$ cat src/rtl/fft_input_loader.sv
// Double-buffered serial-to-parallel loader: gathers 32 samples per bank and
// presents a completed bank on X0..X31 until the FFT controller acknowledges it.
module fft_input_loader #(
    parameter int unsigned DATA_W = 8
) (
    input  logic              clk_MAC,
    input  logic              rst,
    input  logic              in_valid,
    input  logic [DATA_W-1:0] in_data,
    output logic              in_ready,
    input  logic              frame_ack,
    output logic              frame_valid,
    output logic              frame_start,
    output logic [DATA_W-1:0] X0,
    output logic [DATA_W-1:0] X1,
    output logic [DATA_W-1:0] X2,
    output logic [DATA_W-1:0] X3,
    output logic [DATA_W-1:0] X4,
    output logic [DATA_W-1:0] X5,
    output logic [DATA_W-1:0] X6,
    output logic [DATA_W-1:0] X7,
    output logic [DATA_W-1:0] X8,
    output logic [DATA_W-1:0] X9,
    output logic [DATA_W-1:0] X10,
    output logic [DATA_W-1:0] X11,
    output logic [DATA_W-1:0] X12,
    output logic [DATA_W-1:0] X13,
    output logic [DATA_W-1:0] X14,
    output logic [DATA_W-1:0] X15,
    output logic [DATA_W-1:0] X16,
    output logic [DATA_W-1:0] X17,
    output logic [DATA_W-1:0] X18,
    output logic [DATA_W-1:0] X19,
    output logic [DATA_W-1:0] X20,
    output logic [DATA_W-1:0] X21,
    output logic [DATA_W-1:0] X22,
    output logic [DATA_W-1:0] X23,
    output logic [DATA_W-1:0] X24,
    output logic [DATA_W-1:0] X25,
    output logic [DATA_W-1:0] X26,
    output logic [DATA_W-1:0] X27,
    output logic [DATA_W-1:0] X28,
    output logic [DATA_W-1:0] X29,
    output logic [DATA_W-1:0] X30,
    output logic [DATA_W-1:0] X31
);

    localparam int unsigned DEPTH = 32;
    localparam int unsigned PTR_W = $clog2(DEPTH);

    logic [DATA_W-1:0] bank_q [2][DEPTH];
    logic [DATA_W-1:0] bank_d [2][DEPTH];
    logic [1:0]        bank_full_q, bank_full_d;
    logic              wr_bank_q, wr_bank_d;
    logic              rd_bank_q, rd_bank_d;
    logic [PTR_W-1:0]  wr_ptr_q, wr_ptr_d;
    logic              frame_start_q, frame_start_d;
    logic              accept;
    logic              ack_take;

    // Handshake flags depend on registers only, never on in_valid.
    assign in_ready    = !bank_full_q[wr_bank_q];
    assign frame_valid = bank_full_q[rd_bank_q];
    assign frame_start = frame_start_q;

    always_comb begin
        bank_d        = bank_q;
        bank_full_d   = bank_full_q;
        wr_bank_d     = wr_bank_q;
        rd_bank_d     = rd_bank_q;
        wr_ptr_d      = wr_ptr_q;
        accept        = in_valid && in_ready;
        ack_take      = frame_ack && frame_valid;

        if (accept) begin
            bank_d[wr_bank_q][wr_ptr_q] = in_data;
            wr_ptr_d                    = wr_ptr_q + PTR_W'(1);
            if (wr_ptr_q == PTR_W'(DEPTH - 1)) begin
                bank_full_d[wr_bank_q] = 1'b1;
                wr_bank_d              = !wr_bank_q;
            end
        end

        // Completion and release never hit the same bank, so both may apply.
        if (ack_take) begin
            bank_full_d[rd_bank_q] = 1'b0;
            rd_bank_d              = !rd_bank_q;
        end

        // Pulse whenever the presented bank becomes a newly completed one.
        frame_start_d = bank_full_d[rd_bank_d] && (!frame_valid || ack_take);
    end

    always_ff @(posedge clk_MAC or posedge rst) begin
        if (rst) begin
            for (int b = 0; b < 2; b++) begin
                for (int k = 0; k < DEPTH; k++) begin
                    bank_q[b][k] <= '0;
                end
            end
            bank_full_q   <= '0;
            wr_bank_q     <= 1'b0;
            rd_bank_q     <= 1'b0;
            wr_ptr_q      <= '0;
            frame_start_q <= 1'b0;
        end else begin
            bank_q        <= bank_d;
            bank_full_q   <= bank_full_d;
            wr_bank_q     <= wr_bank_d;
            rd_bank_q     <= rd_bank_d;
            wr_ptr_q      <= wr_ptr_d;
            frame_start_q <= frame_start_d;
        end
    end

    assign X0  = bank_q[rd_bank_q][0];
    assign X1  = bank_q[rd_bank_q][1];
    assign X2  = bank_q[rd_bank_q][2];
    assign X3  = bank_q[rd_bank_q][3];
    assign X4  = bank_q[rd_bank_q][4];
    assign X5  = bank_q[rd_bank_q][5];
    assign X6  = bank_q[rd_bank_q][6];
    assign X7  = bank_q[rd_bank_q][7];
    assign X8  = bank_q[rd_bank_q][8];
    assign X9  = bank_q[rd_bank_q][9];
    assign X10 = bank_q[rd_bank_q][10];
    assign X11 = bank_q[rd_bank_q][11];
    assign X12 = bank_q[rd_bank_q][12];
    assign X13 = bank_q[rd_bank_q][13];
    assign X14 = bank_q[rd_bank_q][14];
    assign X15 = bank_q[rd_bank_q][15];
    assign X16 = bank_q[rd_bank_q][16];
    assign X17 = bank_q[rd_bank_q][17];
    assign X18 = bank_q[rd_bank_q][18];
    assign X19 = bank_q[rd_bank_q][19];
    assign X20 = bank_q[rd_bank_q][20];
    assign X21 = bank_q[rd_bank_q][21];
    assign X22 = bank_q[rd_bank_q][22];
    assign X23 = bank_q[rd_bank_q][23];
    assign X24 = bank_q[rd_bank_q][24];
    assign X25 = bank_q[rd_bank_q][25];
    assign X26 = bank_q[rd_bank_q][26];
    assign X27 = bank_q[rd_bank_q][27];
    assign X28 = bank_q[rd_bank_q][28];
    assign X29 = bank_q[rd_bank_q][29];
    assign X30 = bank_q[rd_bank_q][30];
    assign X31 = bank_q[rd_bank_q][31];

endmodule

$ cat config.mk
export PLATFORM = sky130hd
export DESIGN_NAME = fft_input_loader
export DESIGN_NICKNAME = d
export VERILOG_FILES = /design/src/rtl/fft_input_loader.sv
export SDC_FILE = /design/constraint.sdc
export NUM_CORES = 1
export LEC_CHECK = 0
export ABC_AREA = 1
export CORE_MARGIN = 2
export CORE_UTILIZATION = 45
export DETAILED_ROUTE_END_ITERATION = 16
export PLACE_DENSITY = 0.72
export SETUP_SLACK_MARGIN = 0.2
export SLEW_MARGIN = 10
export SYNTH_ARGS = -nofsm -noshare
export SYNTH_HDL_FRONTEND = slang
export SYNTH_SLANG_ARGS = --single-unit
$ cat constraint.sdc
create_clock -name clk_MAC -period 21 [get_ports clk_MAC]
set_clock_uncertainty 0.05 [all_clocks]
set_input_delay 6.3 -clock clk_MAC [delete_from_list [all_inputs] [get_ports clk_MAC]]
set_output_delay 6.3 -clock clk_MAC [all_outputs]
set_load 0.01 [all_outputs]
-- Word-level counts from Yosys, hierarchy flattened
Index checks and enable logic that the tools add are counted.
- bits in registers: 522
- input bits: 12
- output and inout port bits: 259
- logic and storage cells: 122
- $add $sub $neg: 1
- order comparisons: 10
- equal/unequal tests: 1
- multiplexer cells: 22
- bitwise operators: 6
- reductions and logical operators: 13
- operator list (operator ; count):
    256-bit two-way mux ; 4
    512-bit bitwise mux ; 1
    256-bit demux with 1-bit select ; 1
    8-bit demux with 5-bit select ; 1
    1-bit two-way mux ; 9
    8-bit two-way mux ; 1
    1-bit logical AND ; 7
    6-bit >= comparator (second input constant) ; 1
    1-bit by 2-bit less-than comparator with 1-bit output (second input constant) ; 3
    6-bit by 1-bit less-than comparator with 1-bit output (second input constant) ; 1
    2-bit two-way mux ; 3
    5-bit inverter with 6-bit output ; 1
    5-bit by 1-bit adder with 5-bit output (second input constant) ; 1
    5-bit == test (second input constant) ; 1
    2-bit >= comparator (second input constant) ; 2
    1-bit zero test ; 4
    1-bit inverter with 2-bit output ; 2
    2-bit AND ; 1
    1-bit demux with 1-bit select ; 2
    1-bit >= comparator (second input constant) ; 2
    2-bit by 1-bit less-than comparator with 1-bit output (second input constant) ; 1
    2-bit inverter ; 1
    2-bit bitwise OR ; 1
    2-bit AND reduction ; 1
    1-bit logical OR ; 1

-- Depth between registers and ports, before layout
- depth in word-level cells: 12
- gate-level depth with buffers: 8
- depth with buffers taken out: 8

-- Least setup slack after synthesis
Ideal clock, no wire load.
- kind: register -> output
- from: register rd_bank_q
- to: output X10[6]
- data arrival time: 1.255 ns
- data required time: 14.650 ns
- slack: 13.395 ns
- cell stages (with the launch flop): 7
- buffers on the path: 3
- cells stage by stage: dfrtp_1 buf_2 clkinv_1 clkbuf_1 clkbuf_1 nand2_1 nand2_1
- longest elaborated chain between the ends: 4
- ends and longest elaborated chain (element ; RTL line ; RTL):
    start: declaration ; 55 ; logic rd_bank_q, rd_bank_d;
    start signal: assignment ; 110 ; rd_bank_q <= rd_bank_d;
    1-bit inverter with 2-bit output (not written as such) ; 126 ; assign X10 = bank_q[rd_bank_q][10];
    256-bit two-way mux (3 in series) ; -- ;
    end: declaration ; 24 ; output logic [DATA_W-1:0] X10,
Every way passes these cells. The select of a mux whose other input is x is not followed.

-- Worst setup path in the final report
- from: register rd_bank_q
- to: output X17[5]
- longest elaborated chain between the ends: 4
- ends and longest elaborated chain (element ; RTL line ; RTL):
    1-bit inverter with 2-bit output (not written as such) ; 133 ; assign X17 = bank_q[rd_bank_q][17];
    256-bit two-way mux (3 in series) ; -- ;
    end: declaration ; 31 ; output logic [DATA_W-1:0] X17,
Every way passes these cells. The select of a mux whose other input is x is not followed.

==> results by stage <==
Outcome:
- The flow ran to the end, and the final reports show no timing, DRC or antenna violations.

Critical path:
- The worst setup path is of the flop to primary output kind.
- In this design, the largest share of critical-path delay is due to buffers and inverters.
- The data required time at the worst endpoint is 14.65 ns.
- The worst setup path is captured at a primary output.
- STA puts the critical path data arrival time at 3.68 ns.
- The worst-case reg-to-reg path depth is 5.
- The end of the worst register-to-register path is frame_start$_DFF_PP0_.
- The origin of the critical flop-to-flop path is rd_bank_q$_DFF_PP0_.
- Counting stages on the worst path, the most repeated cell is sky130_fd_sc_hd__nand2_1.
- The delay of the slowest cell on the worst path is slightly below 0.8 ns.
- The depth of the critical timing path with buffers and inverters included is 5.
- For flop-to-flop paths, the worst setup slack is ~18 ns.
- The type of origin of the critical path is a flop.
- For this design, the slowest cell found on the critical path is sky130_fd_sc_hd__buf_4.
- Walking the worst path, the cells encountered are inv_8 -> buf_4 -> nand2_1 -> nand2_1 -> clkdlybuf4s50_1.
- The maximum fanout along the worst path is 170.
- The critical path contains buffers and inverters numbering 3 combined.

Die:
- The vertical die dimension is 227 um.
- The initial core utilization is 45.7%.
- The number of ports placed on the die boundary is 271.
- After floorplanning, the core was sized to cover 0.0492 mm2.
- The horizontal extent of the die is 227 um.
- The full die area is 0.0517 mm2.
- The floorplan has 81 rows.

STA:
- The number of setup violations in the final report is 0.
- In the post-route analysis, the smallest setup slack over all paths is 10.97 ns.
- Setup repair after global routing left no endpoint under its margin.
- Headroom to the max-slew limit came out at between 15 and 20%.
- The count of final hold-check violations is 0.
- Timing would allow up to 99.7 MHz.
- The final clock period utilization by the worst path is between 40 and 50%.
- The final-report max-slew violation count is 0.
- The worst path needs 10.03 ns of the cycle, external delays included.
- The total negative setup slack is 0 ns.
- The pin slew with the least headroom to its limit is about 1.3 ns.

Placed design:
- The number of I/O port buffers is between 200 and 300.
- After detailed placement, the design holds a cell count of 3439.
- The routability congestion estimate is approximately 0.87.
- The HPWL after detailed placement is 37600 um.
- The setup slack at placement is 11.41 ns.

Synth:
- For this run, the register share of the synthesized area comes to 58.2%.
- The count of cell types in the netlist is 21.
- The number of nets handed over by synthesis was 2682.
- The synthesized instance count is 2665.
- The synthesized area per cell is 8.43 um2.
- The Yosys warning count is 0.
- In this run, synthesis produced a sequential element count of about 520.
- The synthesized area is 0.0225 mm2.

CTS:
- The clock slew seen by the registers of the worst setup and hold paths is 0.06 ns.
- The source-to-sink clock delay at the later pin of the worst-skew pair is 0.61 ns.
- The number of clock buffers inserted by TritonCTS is 55.
- The depth of the CTS H-tree is 2.
- The hold buffer count at cts is 0.
- TritonCTS built the clock tree.
- CTS saw about 520 sinks.
- The clock root buffer is sky130_fd_sc_hd__clkbuf_16.
- The post-cts repair resize count is 0.
- Once the clock tree was built, the setup fixing pass inserted 0 buffers.
- The longest clock path from root to sink contains 3 buffers.

Detailed routing:
- The detailed router finished its first iteration with 1729 violations.
- The iteration count of the initial detailed-routing pass is 6.
- The count of vias placed by the detailed router is approximately 18000.
- After detailed routing, the number of vias per cell comes to 5.22.
- Summed over all layers, the routed wires come to ~64000 um.
- The count of antenna-violating nets left after detailed routing is 0.
- The mean routed wirelength per cell is 18.1 um.
- For this run, design rule violations remaining after detail routing come to 0.

Min path:
- The startpoint identified for the worst hold timing path is bank_q[52]$_DFFE_PP0P_.
- The min-delay analysis places its worst path in the category flop to flop.
- The worst-case hold path end point is bank_q[52]$_DFFE_PP0P_.
- The instance count along the most critical hold path is 2.

Pwr:
- Dividing total power by cell area gives a power density of 137 mW/mm2.
- Across the VDD grid, the largest voltage drop is 0.0810 mV.
- The leakage power total is 12.9 nW.
- Power comes to 3.68 mW.

Finish:
- Excluding fillers, the count of instances in the completed layout stands at 3539.
- The final layout contains 2849 nets.
- The area added between synthesis and finish is 19.8%.
- The library cell used most frequently in the layout, excluding fill and tap cells, is sky130_fd_sc_hd__nand2_1.
- In the layout the commonest cells are sky130_fd_sc_hd__nand2_1, sky130_fd_sc_hd__dfrtp_1, sky130_fd_sc_hd__o21ai_0.
- The fraction of final layout cells with drive strength greater than 1 is 6.37%.

Global route:
- The initial antenna violation count is 1.
- In this run the most used layer during global routing was met2.
- The global-route total usage across every layer is between 20% and 30%.
- For met2 alone, demand over resource in global routing was 39.8%.
- In the global route stage, met3 resource usage came out at 3.32%.
- The wire length of the first global-routing pass is 99900 um.
- Global routing finished with a remaining overflow of 0.
- In the global route stage, met1 resource usage came out at 34.7%.
- The via count of the first global-routing pass was 17600.
- Entering global routing, the biggest net connects around 190 pins.

Job:
- Max-cap violations in this run came to 0.
[metrics by stage]
step | util [%] | instance area [um2] | hold slack (ns)
5_1_grt | 54.7 | 26900 | 0.450
3_5_place_dp | 51.0 | 25100 | 0.423
2_1_floorplan | - | 22500 | 0.403
4_1_cts | 54.7 | 26900 | 0.437
3_3_place_gp | 51.0 | 25100 | 0.415
6_report | 54.7 | 26900 | 0.433
[worst register-to-register path: cells and delay by family, from the launching register on]
family                 cells  cell delay (ns)
buffers and inverters      1             0.90
flip-flops                 1             0.85
AO/OA/AOI/OAI              1             0.68
AND/OR/NAND/NOR            3             0.34
[per-layer routing]
| metal | wire, um | vias up |
|---|---|---|
| met1 | 27900 | 8931 |
| li1 | - | 8782 |
| met3 | 3740 | 124 |
| met2 | 30200 | 626 |
| met5 | 0 | - |
| met4 | 2070 | 0 |
[cells in the mapped netlist]
cell type                  instances  area share [%]
sky130_fd_sc_hd__nand2_1        1299              22
sky130_fd_sc_hd__dfrtp_1         522              58
sky130_fd_sc_hd__o21ai_0         327             7.3
sky130_fd_sc_hd__o21ai_1         190             4.2
sky130_fd_sc_hd__clkbuf_1         91             1.5
sky130_fd_sc_hd__nand2_2          64             1.8
sky130_fd_sc_hd__buf_6            54             2.7
sky130_fd_sc_hd__nor2_1           37            0.62
sky130_fd_sc_hd__buf_2            25            0.56
sky130_fd_sc_hd__inv_1            14            0.23
sky130_fd_sc_hd__inv_2            12            0.20
sky130_fd_sc_hd__nand3_1           8            0.18
sky130_fd_sc_hd__buf_1             5           0.084
sky130_fd_sc_hd__ha_1              5            0.28
sky130_fd_sc_hd__a31oi_1           3           0.084
sky130_fd_sc_hd__clkinv_1          2           0.033
sky130_fd_sc_hd__nor2_8            2            0.18
sky130_fd_sc_hd__xor2_1            2           0.078
sky130_fd_sc_hd__a21oi_1           1           0.022
sky130_fd_sc_hd__nand3_2           1           0.045
sky130_fd_sc_hd__nor3_1            1           0.022
[flip-flops by register name (all words and copies together), names as in the netlist]
register and count:
wr_ptr_q 5, bank_q 512, frame_start 1, rd_bank_q 1
wr_bank_q 1, bank_full_q 2
[where the power goes]
group,internal (mW),switching (mW),total [mW]
registers,1.31,0.199,1.51
logic,0.491,0.700,1.19
clock network,0.585,0.403,0.988
total,2.38,1.30,3.68
[logic make-up (layout without fill, tap and decap cells)]
logic type,count (synthesis),count (layout),share of synthesized area [%]
buffers and inverters,203,412,5.34
xor gates and xnor gates,2,2,0.0780
DFF,522,522,58.2
other,0,1,0
adders and majority gates,5,5,0.279
AOI/OAI and AO/OA,521,521,11.6
and+or+nand+nor,1412,1412,24.5
[how the worst max path moves through the flow]
stage	startpoint	to	slack (ns)
6_report	rd_bank_q$_DFF_PP0_	X17[5]	10.97
3_5_place_dp	rd_bank_q$_DFF_PP0_	X17[5]	11.41
4_1_cts	rd_bank_q$_DFF_PP0_	X17[5]	10.76
5_1_grt	rd_bank_q$_DFF_PP0_	X21[3]	10.66
3_3_place_gp	rd_bank_q$_DFF_PP0_	X21[5]	11.51
2_1_floorplan	rst	bank_full_q[0]$_DFF_PP0_	7.56
[layout make-up]
type                       count  area, um2
inverter                      28        116
antenna                        1       2.50
multi-input combinational   1940       8200
clock buffer                  82       1630
fill                        4372      22200
clock inverter                17        219
timing repair buffer         285       2840
sequential                   522      13100
tap                          664        831
Note: power is estimated with default switching activity, not from simulation.
